[src/rtl/ifetch_unit_pkg.sv]
// Shared types and constants for the instruction-fetch stage.
package ifetch_unit_pkg;

  localparam int FETCH_ADDR_W = 32;
  localparam int FETCH_DATA_W = 32;
  localparam logic [31:0] NOP_INST = 32'h0000_0000;

  typedef enum logic [1:0] {
    IDLE  = 2'd0,
    WAIT  = 2'd1,
    DRAIN = 2'd2
  } fetch_state_t;

endpackage

[src/rtl/ifetch_unit_if.sv]
// Instruction-memory request/response and decode-side signals of the fetch stage.
interface ifetch_unit_if #(
  parameter int ADDR_W = ifetch_unit_pkg::FETCH_ADDR_W,
  parameter int DATA_W = ifetch_unit_pkg::FETCH_DATA_W
);

  // valid/ready: a transfer happens on a rising edge where both are high; the
  // sender keeps valid and payload stable until ready. The response has no ready.
  logic              imem_req_valid;
  logic              imem_req_ready;
  logic [ADDR_W-1:0] imem_addr;
  logic              imem_resp_valid;
  logic [DATA_W-1:0] imem_resp_data;
  logic              inst_valid;
  logic              inst_ready;
  logic [DATA_W-1:0] inst_out;
  logic [ADDR_W-1:0] inst_pc;

  modport master (
    output imem_req_valid, imem_addr, inst_valid, inst_out, inst_pc,
    input  imem_req_ready, imem_resp_valid, imem_resp_data, inst_ready
  );

  modport slave (
    input  imem_req_valid, imem_addr, inst_valid, inst_out, inst_pc,
    output imem_req_ready, imem_resp_valid, imem_resp_data, inst_ready
  );

endinterface

[src/rtl/ifetch_buf.sv]
// DEPTH-entry synchronous FIFO of {pc, inst} with flush; head is read combinationally.
module ifetch_buf #(
  parameter  int DEPTH = 2,
  parameter  int W     = 64,
  localparam int PW    = $clog2(DEPTH),
  localparam int CW    = PW + 1
) (
  input  logic          clk,
  input  logic          rst,
  input  logic          flush,
  input  logic          push,
  input  logic [W-1:0]  push_data,
  input  logic          pop,
  output logic [W-1:0]  head_data,
  output logic [CW-1:0] count
);

  logic [W-1:0]  mem [DEPTH];
  logic [PW-1:0] wr_ptr;
  logic [PW-1:0] rd_ptr;

  always_ff @(posedge clk) begin
    if (push) mem[wr_ptr] <= push_data;
  end

  // Pointers wrap for free because DEPTH is a power of two.
  always_ff @(posedge clk) begin
    if (rst || flush) begin
      wr_ptr <= '0;
      rd_ptr <= '0;
      count  <= '0;
    end else begin
      if (push) wr_ptr <= wr_ptr + 1'b1;
      if (pop)  rd_ptr <= rd_ptr + 1'b1;
      case ({push, pop})
        2'b10:   count <= count + 1'b1;
        2'b01:   count <= count - 1'b1;
        default: count <= count;
      endcase
    end
  end

  assign head_data = mem[rd_ptr];

endmodule

[src/rtl/ifetch_unit.sv]
// Fetch stage: one outstanding imem read, buffered results to decode, PC enable and redirect flush.
module ifetch_unit
  import ifetch_unit_pkg::*;
#(
  parameter int DEPTH  = 2,
  parameter int ADDR_W = FETCH_ADDR_W,
  parameter int DATA_W = FETCH_DATA_W
) (
  input  logic              clk,
  input  logic              rst,
  input  logic [ADDR_W-1:0] pc_in,
  output logic              pc_ena,
  input  logic              redirect,
  ifetch_unit_if.master     bus,
  output fetch_state_t      fsm_state
);

  localparam int CW = $clog2(DEPTH) + 1;
  localparam int W  = ADDR_W + DATA_W;

  fetch_state_t      state;
  fetch_state_t      state_nx;
  logic [ADDR_W-1:0] pending_pc;
  logic [CW-1:0]     count;
  logic [W-1:0]      head;
  logic              req_fire;
  logic              push;
  logic              pop;

  always_ff @(posedge clk) begin
    if (rst) begin
      state      <= IDLE;
      pending_pc <= '0;
    end else begin
      state <= state_nx;
      if (req_fire) pending_pc <= pc_in;
    end
  end

  // Count is checked before any same-cycle pop, so a slot is always free for the response.
  always_comb begin
    state_nx           = state;
    push               = 1'b0;
    bus.imem_req_valid = !rst && (state == IDLE) && (count < CW'(DEPTH)) && !redirect;
    req_fire           = bus.imem_req_valid && bus.imem_req_ready;
    pc_ena             = !rst && (req_fire || redirect);
    case (state)
      IDLE:  if (req_fire) state_nx = WAIT;
      WAIT: begin
        if (bus.imem_resp_valid) begin
          push     = !rst && !redirect;
          state_nx = IDLE;
        end else if (redirect) begin
          state_nx = DRAIN;
        end
      end
      DRAIN: if (bus.imem_resp_valid) state_nx = IDLE;
      default: state_nx = IDLE;
    endcase
  end

  assign bus.inst_valid = !rst && (count != '0) && !redirect;
  assign pop            = bus.inst_valid && bus.inst_ready;

  ifetch_buf #(.DEPTH(DEPTH), .W(W)) u_buf (
    .clk       (clk),
    .rst       (rst),
    .flush     (redirect),
    .push      (push),
    .push_data ({pending_pc, bus.imem_resp_data}),
    .pop       (pop),
    .head_data (head),
    .count     (count)
  );

  assign bus.imem_addr = rst ? '0 : {pc_in[ADDR_W-1:2], 2'b00};
  assign bus.inst_out  = rst ? DATA_W'(NOP_INST) : head[DATA_W-1:0];
  assign bus.inst_pc   = rst ? '0 : head[W-1:DATA_W];
  assign fsm_state     = state;

  // A response with nothing outstanding means the memory broke the protocol.
  always @(posedge clk) begin
    if (!rst && state == IDLE) assert (!bus.imem_resp_valid);
  end

endmodule

[src/flat_wrapper.sv]
// flat-port wrapper written by rule: the top's interface ports become plain ports
module ifetch_unit_flat import ifetch_unit_pkg::*;
#(
  parameter int DEPTH  = 2,
  parameter int ADDR_W = FETCH_ADDR_W,
  parameter int DATA_W = FETCH_DATA_W
)
  (clk, rst, pc_in, pc_ena, redirect, fsm_state, bus_imem_req_valid, bus_imem_addr, bus_inst_valid, bus_inst_out, bus_inst_pc, bus_imem_req_ready, bus_imem_resp_valid, bus_imem_resp_data, bus_inst_ready);
  ifetch_unit_if #(.ADDR_W(ADDR_W), .DATA_W(DATA_W)) bus_i ();
  input  logic clk;
  input  logic rst;
  input  logic [ADDR_W-1:0] pc_in;
  output logic pc_ena;
  input  logic redirect;
  output fetch_state_t fsm_state;
  output wire logic [$bits(bus_i.imem_req_valid)-1:0] bus_imem_req_valid;
  output wire logic [$bits(bus_i.imem_addr)-1:0] bus_imem_addr;
  output wire logic [$bits(bus_i.inst_valid)-1:0] bus_inst_valid;
  output wire logic [$bits(bus_i.inst_out)-1:0] bus_inst_out;
  output wire logic [$bits(bus_i.inst_pc)-1:0] bus_inst_pc;
  input wire logic [$bits(bus_i.imem_req_ready)-1:0] bus_imem_req_ready;
  input wire logic [$bits(bus_i.imem_resp_valid)-1:0] bus_imem_resp_valid;
  input wire logic [$bits(bus_i.imem_resp_data)-1:0] bus_imem_resp_data;
  input wire logic [$bits(bus_i.inst_ready)-1:0] bus_inst_ready;
  assign bus_imem_req_valid = bus_i.imem_req_valid;
  assign bus_imem_addr = bus_i.imem_addr;
  assign bus_inst_valid = bus_i.inst_valid;
  assign bus_inst_out = bus_i.inst_out;
  assign bus_inst_pc = bus_i.inst_pc;
  assign bus_i.imem_req_ready = bus_imem_req_ready;
  assign bus_i.imem_resp_valid = bus_imem_resp_valid;
  assign bus_i.imem_resp_data = bus_imem_resp_data;
  assign bus_i.inst_ready = bus_inst_ready;
  ifetch_unit #(.DEPTH(DEPTH), .ADDR_W(ADDR_W), .DATA_W(DATA_W)) u_core (.clk(clk), .rst(rst), .pc_in(pc_in), .pc_ena(pc_ena), .redirect(redirect), .bus(bus_i), .fsm_state(fsm_state));
endmodule
[config.mk]
export PLATFORM = sky130hd
export DESIGN_NAME = ifetch_unit_flat
export DESIGN_NICKNAME = d
export VERILOG_FILES = /design/src/rtl/ifetch_unit_pkg.sv /design/src/rtl/ifetch_unit_if.sv /design/src/rtl/ifetch_buf.sv /design/src/rtl/ifetch_unit.sv /design/src/flat_wrapper.sv
export SDC_FILE = /design/constraint.sdc
export NUM_CORES = 1
export LEC_CHECK = 0
export CELL_PAD_IN_SITES_DETAIL_PLACEMENT = 0
export CELL_PAD_IN_SITES_GLOBAL_PLACEMENT = 1
export CORE_UTILIZATION = 42
export CTS_CLUSTER_DIAMETER = 120
export DETAILED_ROUTE_END_ITERATION = 8
export PLACE_DENSITY_LB_ADDON = 0.1
export SLEW_MARGIN = 20
export SYNTH_ARGS = -nofsm -noshare
export SYNTH_HDL_FRONTEND = slang
export SYNTH_SLANG_ARGS = --single-unit
[constraint.sdc]
create_clock -name clk -period 10.7 [get_ports clk]
set_clock_uncertainty 0.05 [all_clocks]
set_input_delay 2.14 -clock clk [delete_from_list [all_inputs] [get_ports clk]]
set_output_delay 2.14 -clock clk [all_outputs]
set_load 0.05 [all_outputs]
=== Yosys cells after proc, flatten, opt, wreduce, memory -nomap -nowiden ===
Memories as Yosys holds them, arrays and structs flattened. A register that Yosys moved wholly into a read port is not among the register bits.
Cells that the tools add are included.
Widths: inputs -> output; s select.

* Add/sub/neg operators: 4
* Bitwise operators: 0
* Shift-type cells: 0
* Div/mod/pow operators: 0
* Order comparisons: 1
* Reduce and logical (&&, ||, !) cells: 17
* Multiplexer cells: 15
* Equality and inequality tests: 7
* Multipliers: 0

{| class="wikitable"
|+ Operators with widths
! kind !! count
|-
| $mux 32 || 3
|-
| $logic_and 1x1->1 || 9
|-
| $mux 2 || 4
|-
| $mux 1 || 6
|-
| $pmux 2 s3 || 1
|-
| $eq 2x1->1 const B || 2
|-
| $eq 2x2->1 const B || 2
|-
| $pmux 2 s2 || 1
|-
| $reduce_bool 2->1 || 2
|-
| $ne 3x3->1 const B || 1
|-
| $reduce_and 3->1 || 1
|-
| $add 1x1->1 const B || 2
|-
| $add 2x1->2 const B || 1
|-
| $logic_not 1->1 || 2
|-
| $logic_not 2->1 || 1
|-
| $logic_or 1x1->1 || 2
|-
| $lt 2x2->1 const B || 1
|-
| $ne 2x1->1 const B || 1
|-
| $ne 2x2->1 const B || 1
|-
| $sub 2x1->2 const B || 1
|}

* Output and inout port bits: 101
* Flip-flop bits (word level): 38
* Bits in read-only memories: 0
* Bits in latches: 0
* Bits in writable memories: 128
* Logic and storage cells: 50
* Input port bits: 70
* Memories: 1

{| class="wikitable"
|+ Memories
! name !! words !! bits a word !! rd ports !! clocked after memory_dff !! wr ports !! RTL line !! RTL
|-
| u_core.u_buf.mem || 2 || 64 || 1 || 1 || 1 || ifetch_buf.sv:18 || <nowiki>logic [W-1:0] mem [DEPTH];</nowiki>
|}

=== Depth between registers and ports, before layout ===
Gate-level depths: netlist of the first run.

* Depth after elaboration: 7
* Gate-level depth with buffers: 8
* Mapped depth without buffers: 7

=== Cells and area by module ===
Synthesis of the first run repeated with hierarchy kept, for this count alone.

* Cells, all modules: 489
* Area, all modules: 6,884.1 um^2

{| class="wikitable"
|+ Modules (own cells, without submodules)
! module !! sequential area each (um^2) !! cells an instance !! area each (um^2) !! times used
|-
| ifetch_buf || 3,943.8 || 219 || 4,799.6 || 1
|-
| ifetch_unit || 680.7 || 270 || 2,084.5 || 1
|}

=== Least setup slack after synthesis of the first run ===
Ideal clock, no wire load.

* Path type: input -> register
* Start point: in rst
* End point: mem u_core.u_buf.mem[0][0], enable pin
* Stages on the path: 5
* Buffers on the path: 2
* Data required time: 10,163 ps
* Path slack: 4,628 ps
* Library setup time: 487 ps
* Arrival: 5,535 ps
* Cell sequence: buf_2 -> buf_2 -> nor2_1 -> nand4b_1 -> nor2_1

* Cells in the longest elaborated chain, start to end: 6

{| class="wikitable"
|+ Ends and longest elaborated chain
! what !! RTL line !! RTL
|-
| start: declaration || flat_wrapper.sv:11 || <nowiki>input logic rst;</nowiki>
|-
| $logic_not 1->1 || ifetch_unit.sv:51 || <nowiki>push = !rst && !redirect;</nowiki>
|-
| $logic_and 1x1->1 || ifetch_unit.sv:51 ||
|-
| $mux 1 || ifetch_unit.sv:50 || <nowiki>if (bus.imem_resp_valid) begin</nowiki>
|-
| $mux 1 || ifetch_unit.sv:47 || <nowiki>case (state)</nowiki>
|-
| $mux 1 || ifetch_buf.sv:23 || <nowiki>if (push) mem[wr_ptr] <= push_data;</nowiki>
|-
| $mux 1 (implied by the code) || ifetch_buf.sv:23 ||
|-
| end: declaration || ifetch_buf.sv:18 ||
|}

Every way passes these cells.

=== Final worst setup path of the first run ===
* Start point: in redirect
* End point: out pc_ena

* Cells in the longest elaborated chain, start to end: 5

{| class="wikitable"
|+ Ends and longest elaborated chain
! what !! RTL line !! RTL
|-
| start: declaration || flat_wrapper.sv:14 || <nowiki>input logic redirect;</nowiki>
|-
| $logic_not 1->1 || ifetch_unit.sv:44 || <nowiki>bus.imem_req_valid = !rst && (state == IDLE) && (count < CW'(DEPTH)) && !redirect;</nowiki>
|-
| $logic_and 1x1->1 || ifetch_unit.sv:44 ||
|-
| $logic_and 1x1->1 || ifetch_unit.sv:45 || <nowiki>req_fire = bus.imem_req_valid && bus.imem_req_ready;</nowiki>
|-
| $logic_or 1x1->1 * || ifetch_unit.sv:46 || <nowiki>pc_ena = !rst && (req_fire || redirect);</nowiki>
|-
| $logic_and 1x1->1 * || ifetch_unit.sv:46 ||
|-
| end: declaration || flat_wrapper.sv:13 || <nowiki>output logic pc_ena;</nowiki>
|}

Mark *: on every way between the ends. The rest lies on a longest branch, timed or not.

==> impl_metrics.yaml, run 1 <==
status:
  outcome: "completed"
placed_design:
  port_buffers: 168
  hpwl_um: 8260
  place_congestion: 0.7361
  placed_area_sq_um: 8484
clock_network:
  cts_resized: 0
  clk_pin_slew_ns: 0.06
  post_cts_buffers: 0
  clockBufferDepth: 2
  numClockSinks: 167
  worstSkewPairLatency_ns: 0.42
  htreeDepth: 4
  cts-root-buf: "clkbuf_16"
  cts_tree: "done"
  cts_hold_buf: 0
  numCtsBuffers: 17
sta:
  finalSetupViolCount: 0
  period_needed_ns: 6.627
  relSlewSlack_pct: 40.44
  timing.final.crit_share_pct: 61.93
  tightest_slew_ns: 0.8935
  fmax_mhz: 150.9
  finalHoldViolations: 0
  rsz0062_at_grt: "no"
  drv_slew: 0
  fin_tns_setup_ns: 0
power:
  p_per_area_nw_per_um2: 156.1
  power.clock.fraction_pct: 40.9
  p_leak_nw: 2.972
  p_sw_share_pct: 22.38
  p_sw_w: 0.0003162
  comb_power_share_pct: 9.1
  p_seq_share_pct: 50.1
  ir_worst_vdd_v: 0.0001082
  p_int_w: 0.001097
floorplan:
  initial_core_util_pct: 43.30
  die_y_um: 127.4
  die-area_sq_um: 16240
  core_area_sq_um: 15260
  die_w_um: 127.4
  num_rows: 45
  pin_count: 171
routing:
  avgRoutedWirePerCell_um: 15.46
  drtIter0Drc: 295
  met1_length_um: 6057
  wirelength_um: 13540
  avgViaCountPerCell: 4.813
  firstDrtPassIters: 4
  num_vias: 4216
  wl_met3_um: 608
  dr_wl_met2_um: 6674
  antenna_left: 0
  highest_layer: "met4"
  drc_errors: 0
hold_path:
  hp-class: "register to register"
synthesis:
  synth_area_leaders: "edfxtp_1 (58%), dfxtp_1 (12%), mux2i_1 (10%)"
  syn-cell-area_sq_um: 6608
  yosysTopAreaCell: "edfxtp_1"
  ys_types: 27
  ys_seq_elements: 167
  ys_warn_count: 0
  syn_area_per_cell_sq_um: 13.51
  yosysSeqAreaShare_pct: 69.99
  synth_top_area_share_pct: 58.17
  netlist_instances: 489
setup_path:
  slowest_delay_ns: 0.84
  worst-path-max-fanout: 35
  crit_top_cell: "clkdlybuf4s50_1"
  crit_slowest_cell: "clkdlybuf4s50_1"
  arrival_ns: 4.44
  crit_buf_inv: 3
  cp_cell_sequence: "clkdlybuf4s50_1 > nor3b_4 > buf_4 > a21oi_1 > nor2_1 > clkdlybuf4s50_1"
  crit_family: "buffers and inverters"
  ff2ff_setup_slack_ns: 8.43
  cp-end-kind: "primary output"
  path_class: "primary input to primary output"
  critPathLaunchType: "primary input"
  crit_required_ns: 8.51
finish:
  nNetsFinal: 722
  fin_area_sq_um: 9052
  final_cell_mix: "clkdlybuf4s50_1 (167), edfxtp_1 (128), nor2_1 (71)"
  fillers: 1257
  utilization_pct: 59.33
  area_growth_pct: 37.00
  final_common_cell: "clkdlybuf4s50_1"
  seq_area_sq_um: 4628
  drive_gt1_share_pct: 6.476
  multi_input_area_sq_um: 1838
flow_run:
  maxCapViolations: 0
global_route:
  grt.total_usage_pct: 17.51
  antenna_found_initial: 1
  grt_first_pass_wirelength_um: 21450
  grt_max_degree: 82
  first_global_vias: 4245
  grt-ovfl-total: 0
synthesized netlist by cell type:
master	instances
and2_1	3
edfxtp_1	128
nand3_1	31
conb_1	1
xor2_1	2
nand2_1	2
dfxtp_1	39
mux2i_1	66
nor3_4	1
inv_1	1
nor2b_1	31
or4b_2	1
xnor2_1	1
nor3b_4	1
buf_2	15
buf_4	5
a21oi_1	3
nand2b_1	32
or2_2	1
ha_1	1
nand4b_1	2
clkbuf_1	13
o21ai_1	5
nor3_1	1
nor2_1	73
or3_1	1
o21ai_0	29
through the flow:
step | power [W] | setup WS, ns | instances | hold slack (ns)
final | 0.001413 | 4.073 | 876 | 0.4036
after global routing | 0.001457 | 3.921 | 875 | 0.4139
after CTS | 0.001426 | 4.084 | 875 | 0.4043
after detailed placement | 0.0008501 | 4.087 | 843 | 0.3913
after global placement | 0.0008483 | 4.082 | 842 | 0.3829
after floorplan | 0.0007928 | 4.628 | 490 | 0.3766
worst reg2reg max path, stage by stage, from the launching register on:
cell and delay [ns]:
dfxtp_1 0.37, nor3_4 0.50, buf_4 0.39, and2_2 0.60, o21ai_0 0.22
worst paths after layout:
| kind | start | to | cells after the start |
|---|---|---|---|
| max | redirect | pc_ena | 6 |
| max reg2reg | u_core.fsm_state[0] | u_core.pending_pc[19] | 4 |
| min reg2reg | u_core.pending_pc[10] | u_core.u_buf.mem[1][42] | 0 |
| min | u_core.pending_pc[10] | u_core.u_buf.mem[1][42] | 0 |
power by group through the flow:
stage | logic (W) | registers, W | clock network [W]
finish | 0.000128 | 0.000707 | 0.000577
global route | 0.000135 | 0.000708 | 0.000613
CTS | 0.000129 | 0.000707 | 0.000589
detailed placement | 0.000129 | 0.000721 | 0
global placement | 0.000128 | 0.000721 | 0
floorplan | 0.0000717 | 0.000721 | 0
flip-flops by register name, indices dropped and copies added, names as in the netlist, named ones only:
signal and count:
u_core.fsm_state 2, u_core.u_buf.mem 128, u_core.u_buf.count 2, u_core.pending_pc 32
u_core.u_buf.wr_ptr 1, u_core.u_buf.rd_ptr 1
cells by family after synthesis:
logic type / synth area share (%)
adders and majority gates: 0.1893
and+or+nand+nor: 14.07
muxes: 9.998
xor gates and xnor gates: 0.3977
AOI/OAI and AO/OA: 2.802
buffers and inverters: 2.500
DFF: 69.99
other: 0.05675
routing by layer:
layer	GRT usage, %	up-vias
met5	0	-
met4	7.563	0
met3	4.020	13
met2	29.48	119
met1	21.63	2016
li1	-	2068
cell type report:
class	instances	area share [%]
Multi-Input combinational cell	289	20.30
Clock inverter	13	1.451
Inverter	1	0.04147
Tap cell	211	2.916
Timing Repair Buffer	175	19.35
Sequential cell	167	51.13
Clock buffer	19	4.782
Antenna cell	1	0.02764
No activity file was read; power rests on OpenSTA's default activity.
==> run 2: changes to the inputs <==
CORE_UTILIZATION = 39   (was 42)
clock period = 6.2 ns   (was 10.7 ns; I/O delays follow)
==> run 2 against run 1 <==
Effect of this change:
- register-to-register slack worse by 4.4 ns
- critical path type unchanged
- clock power up 85%
- setup slack worse by 2.5 ns
- final area up 0.48%
- final cell count up 0.80%
- non-clock buffer count down 1
- sequential power up 73%
- sequential share of layout area down 0.25 points
- first-iteration DRC count down 33%
- count of clock-buffer cells in the layout unchanged
- critical path depth down 2
- via count down 0.52%
==> impl_metrics.yaml, run 2 (same netlist as run 1, synthesis figures left out) <==
finish:
  diodes: 0
  area_growth_pct: 37.66
  fin_area_sq_um: 9096
  final_cells: 883
  final_cell_mix: "clkdlybuf4s50_1 (167), edfxtp_1 (128), nor2_1 (71)"
  nNetsFinal: 721
  largestRegisters: "u_core.u_buf.mem: 128 flops, u_core.pending_pc: 32 flops"
  drive_gt1_share_pct: 6.938
  largest_register_ffs: 128
  final_common_cell: "clkdlybuf4s50_1"
  regMostFlops: "u_core.u_buf.mem"
placed_design:
  placed_area_sq_um: 8489
  place_ws_ns: 1.533
  hpwl_um: 8100
  port_buffers: 168
  dp.cells: 851
  place_congestion: 0.7156
clock_network:
  cts_resized: 0
  cts-root-buf: "clkbuf_16"
  worstSkewPairLatency_ns: 0.41
  post_cts_buffers: 0
  clk_pin_slew_ns: 0.07
  cts_hold_buf: 0
  clockBufferDepth: 2
  cts_tree: "done"
  numCtsBuffers: 17
  numClockSinks: 167
  htreeDepth: 4
flow_run:
  maxCapViolations: 0
sta:
  fmax_mhz: 215.6
  relSlewSlack_pct: 37.78
  period_needed_ns: 4.638
  fin_tns_setup_ns: 0
  fin_ws_ns: 1.562
  rsz0062_at_grt: "no"
  finalHoldViolations: 0
  finalSetupViolCount: 0
  timing.final.crit_share_pct: 74.80
  tightest_slew_ns: 0.9332
  drv_slew: 0
setup_path:
  worst-path-max-fanout: 88
  cp-end-kind: "primary output"
  cp-startpoint: "rst"
  arrival_ns: 3.35
  path_class: "primary input to primary output"
  crit_required_ns: 4.91
  reg2reg_from: "u_core.fsm_state[0]"
  critPathLaunchType: "primary input"
  ff2ff_setup_slack_ns: 4.00
power:
  ir_worst_vdd_v: 0.0001825
  p_per_area_nw_per_um2: 275.9
  p_leak_nw: 2.996
routing:
  antenna_left: 0
  drtIter0Drc: 198
  avgRoutedWirePerCell_um: 15.64
  avgViaCountPerCell: 4.750
  wirelength_um: 13810
  num_vias: 4194
  firstDrtPassIters: 4
  drc_errors: 0
floorplan:
  num_rows: 47
  die_y_um: 132.2
  initial_core_util_pct: 39.84
  die-area_sq_um: 17470
  pin_count: 171
  core_area_sq_um: 16580
  die_w_um: 132.2
global_route:
  grt-ovfl-total: 0
  grt_first_pass_wirelength_um: 21770
  grt_max_degree: 89
  grt.total_usage_pct: 16.33
  first_global_vias: 4216
  antenna_found_initial: 1
status:
  outcome: "completed"
hold_path:
  hold_path.startpoint: "u_core.pending_pc[17]"
  hp-class: "register to register"
## run 2: cell types whose count changed in the layout (fill, tap and decap cells not counted)
cell	previous run	this run
buf_4	7	6
clkbuf_1	2	1
clkbuf_16	17	18
clkinv_1	3	0
clkinv_2	2	1
clkinv_4	3	2
clkinvlp_4	2	0
diode_2	1	0
inv_6	1	8
## run 2: layout make-up
class | count | area, sq um
Fill cell | 1382 | 7487
Sequential cell | 167 | 4628
Clock inverter | 13 | 152.6
Clock buffer | 19 | 454.2
Tap cell | 220 | 275.3
Inverter | 1 | 3.754
Multi-Input combinational cell | 289 | 1838
Timing Repair Buffer | 174 | 1744
## run 2: worst paths after layout
kind / end / cells after the start
setup / recovery: bus_inst_pc[3] / 4
hold / removal: u_core.u_buf.mem[0][49] / 0
setup reg to reg: u_core.u_buf.mem[0][59] / 3
hold reg to reg: u_core.u_buf.mem[0][49] / 0
## run 2: power breakdown
part / switching [W] / internal (W)
registers: 0.00000779 / 0.00121
clock network: 0.000438 / 0.000629
logic: 0.000131 / 0.0000903
## run 2: routing by layer
layer | vias to the layer above | GRT usage (%) | wire length (um)
met5 | - | 0 | 13
met4 | 2 | 6.202 | 183
met3 | 13 | 4.075 | 702
met2 | 116 | 27.48 | 6632
met1 | 2010 | 20.24 | 6281
li1 | 2053 | - | -
## run 2: worst max-delay path: stages
cell	delay (ns)
buf_4	0.67
buf_4	0.52
nor2_1	0.12
clkdlybuf4s50_1	0.72
## run 2: through the flow
stage,power [W],util (%),hold slack [ns]
2_1_floorplan,0.001368,-,0.3766
3_3_place_gp,0.001464,51.02,0.3826
3_5_place_dp,0.001468,51.19,0.3921
4_1_cts,0.002533,54.85,0.4086
5_1_grt,0.002587,54.85,0.4200
6_report,0.002509,54.85,0.4067
==> run 3: changes to the inputs <==
clock period = 4.4 ns   (was 6.2 ns; I/O delays follow)
==> run 3 against run 2 <==
Effect of this change:
- final cell count rose by 0.23%
- wire length is 1.0% lower
- sequential power up 41%
- die area unchanged
- core utilization is 0.35 points higher
- total power rose by 42%
- setup slack got worse by 0.81 ns
- critical endpoint is now bus_inst_valid
- largest power group unchanged
- highest routed layer unchanged
==> impl_metrics.yaml, run 3 (same netlist as run 1, synthesis figures left out) <==
hold_path:
  hold_path.startpoint: "u_core.pending_pc[24]"
  holdPathStages: 0
  hp-class: "register to register"
  min_to: "u_core.u_buf.mem[0][56]"
setup_path:
  arrival_ns: 2.72
  crit_family: "buffers and inverters"
  crit_top_cell: "clkdlybuf4s50_1"
  cp_cell_sequence: "clkdlybuf4s50_1 > or2_2 > nor2_1 > clkdlybuf4s50_1"
  cp-end-kind: "primary output"
  path_class: "primary input to primary output"
  crit_required_ns: 3.47
  reg2reg_from: "u_core.fsm_state[0]"
  critPathLaunchType: "primary input"
  crit_slowest_cell: "clkdlybuf4s50_1"
  crit_buf_inv: 2
  ff2ff_setup_slack_ns: 2.19
  r2r_cells: 5
  slowest_delay_ns: 0.82
  worst-path-max-fanout: 6
  reg2reg_to: "u_core.pending_pc[14]"
sta:
  drv_slew: 0
  finalHoldViolations: 0
  period_needed_ns: 3.653
  finalSetupViolCount: 0
  fin_tns_setup_ns: 0
  timing.final.crit_share_pct: 83.02
  fmax_mhz: 273.8
  relSlewSlack_pct: 61.25
  tightest_slew_ns: 0.5794
  rsz0062_at_grt: "no"
global_route:
  grt-ovfl-total: 0
  antenna_found_initial: 1
  first_global_vias: 4317
  grt_first_pass_wirelength_um: 22080
  grt.total_usage_pct: 16.36
  grt_max_degree: 72
power:
  p_seq_share_pct: 48.3
  p_int_w: 0.002786
  p_leak_nw: 2.998
  power.clock.fraction_pct: 42.8
  total_power_w: 0.003559
  comb_power_share_pct: 8.9
  p_sw_share_pct: 21.72
  ir_worst_vdd_v: 0.0002618
  p_sw_w: 0.0007728
  p_per_area_nw_per_um2: 388.7
routing:
  avgViaCountPerCell: 4.767
  wirelength_um: 13680
  antenna_left: 0
  drc_errors: 0
  drtIter0Drc: 192
  num_vias: 4219
  avgRoutedWirePerCell_um: 15.45
  firstDrtPassIters: 4
finish:
  largestRegisters: "u_core.u_buf.mem: 128 flops, u_core.pending_pc: 32 flops"
  final_cell_mix: "clkdlybuf4s50_1 (166), edfxtp_1 (128), nor2_1 (71)"
  largest_register_ffs: 128
  area_growth_pct: 38.55
  diodes: 0
  nNetsFinal: 723
  fillers: 1404
  final_common_cell: "clkdlybuf4s50_1"
  regMostFlops: "u_core.u_buf.mem"
  drive_gt1_share_pct: 6.767
  utilization_pct: 55.21
clock_network:
  cts_tree: "done"
  numCtsBuffers: 17
  clockBufferDepth: 2
  cts-root-buf: "clkbuf_16"
  cts_hold_buf: 0
  numClockSinks: 167
  htreeDepth: 4
  cts_resized: 0
  worstSkewPairLatency_ns: 0.42
  post_cts_buffers: 0
  clk_pin_slew_ns: 0.06
floorplan:
  die_y_um: 132.2
  die_w_um: 132.2
  initial_core_util_pct: 39.84
  core_area_sq_um: 16580
  die-area_sq_um: 17470
  num_rows: 47
  pin_count: 171
placed_design:
  port_buffers: 168
  hpwl_um: 8232
  place_congestion: 0.7309
flow_run:
  maxCapViolations: 0
status:
  outcome: "completed"
==> run 3: cell count changes in the layout (fill, tap and decap cells not counted), sizes merged <==
cell	change
inv	-7
clkinvlp	+5
buf	+3
bufinv	+2
clkdlybuf4s50	-1
==> run 3: final cells by class <==
class,instances,area (sq um),share of cell area [%]
Clock buffer,19,432.9,4.729
Clock inverter,13,178.9,1.954
Inverter,1,3.754,0.04100
Multi-Input combinational cell,289,1837,20.06
Sequential cell,167,4628,50.55
Tap cell,220,275.3,3.007
Timing Repair Buffer,176,1799,19.65
==> run 3: power by group through the flow <==
stage,clock network [W],logic (W),registers (W)
detailed placement,0,0.000318,0.00175
floorplan,0,0.000174,0.00175
global placement,0,0.000315,0.00175
finish,0.00152,0.000316,0.00172
global route,0.00162,0.000334,0.00172
CTS,0.00155,0.000319,0.00172
==> run 3: how the worst max path moves through the flow <==
stage / end / start / slack (ns) / depth (start not counted)
6_report: bus_inst_valid / redirect / 0.75 / 4
5_1_grt: bus_inst_valid / redirect / 0.64 / 4
4_1_cts: bus_inst_valid / redirect / 0.74 / 4
3_5_place_dp: bus_inst_valid / redirect / 0.75 / 4
3_3_place_gp: bus_inst_valid / redirect / 0.77 / 4
2_1_floorplan: u_core.u_buf.mem[0][0] / rst / -0.41 / 5
==> run 3: worst register-to-register path, stage by stage, from the launching register on <==
cell and delay, ns:
dfxtp_1 0.37, nor3_4 0.21, buf_4 0.40, and2_1 0.57
buf_4 0.35, o21ai_0 0.14
==> run 3: stage by stage <==
| stage | cell area (sq um) | hold WS [ns] | instances | setup slack (ns) |
|---|---|---|---|---|
| floorplan | 6611 | 0.3766 | 490 | -0.4117 |
| global placement | 8543 | 0.3825 | 853 | 0.7680 |
| detailed placement | 8543 | 0.3894 | 853 | 0.7541 |
| CTS | 9155 | 0.4047 | 885 | 0.7361 |
| global route | 9155 | 0.4161 | 885 | 0.6440 |
| finish | 9155 | 0.4035 | 885 | 0.7473 |
==> run 3: layer usage <==
layer	part of all wire (%)	up-vias	GRT usage (%)
met1	46	2021	20.08
met5	0.12	-	0
met4	1.6	2	6.783
met3	4.9	18	4.152
li1	-	2062	-
met2	48	116	27.45
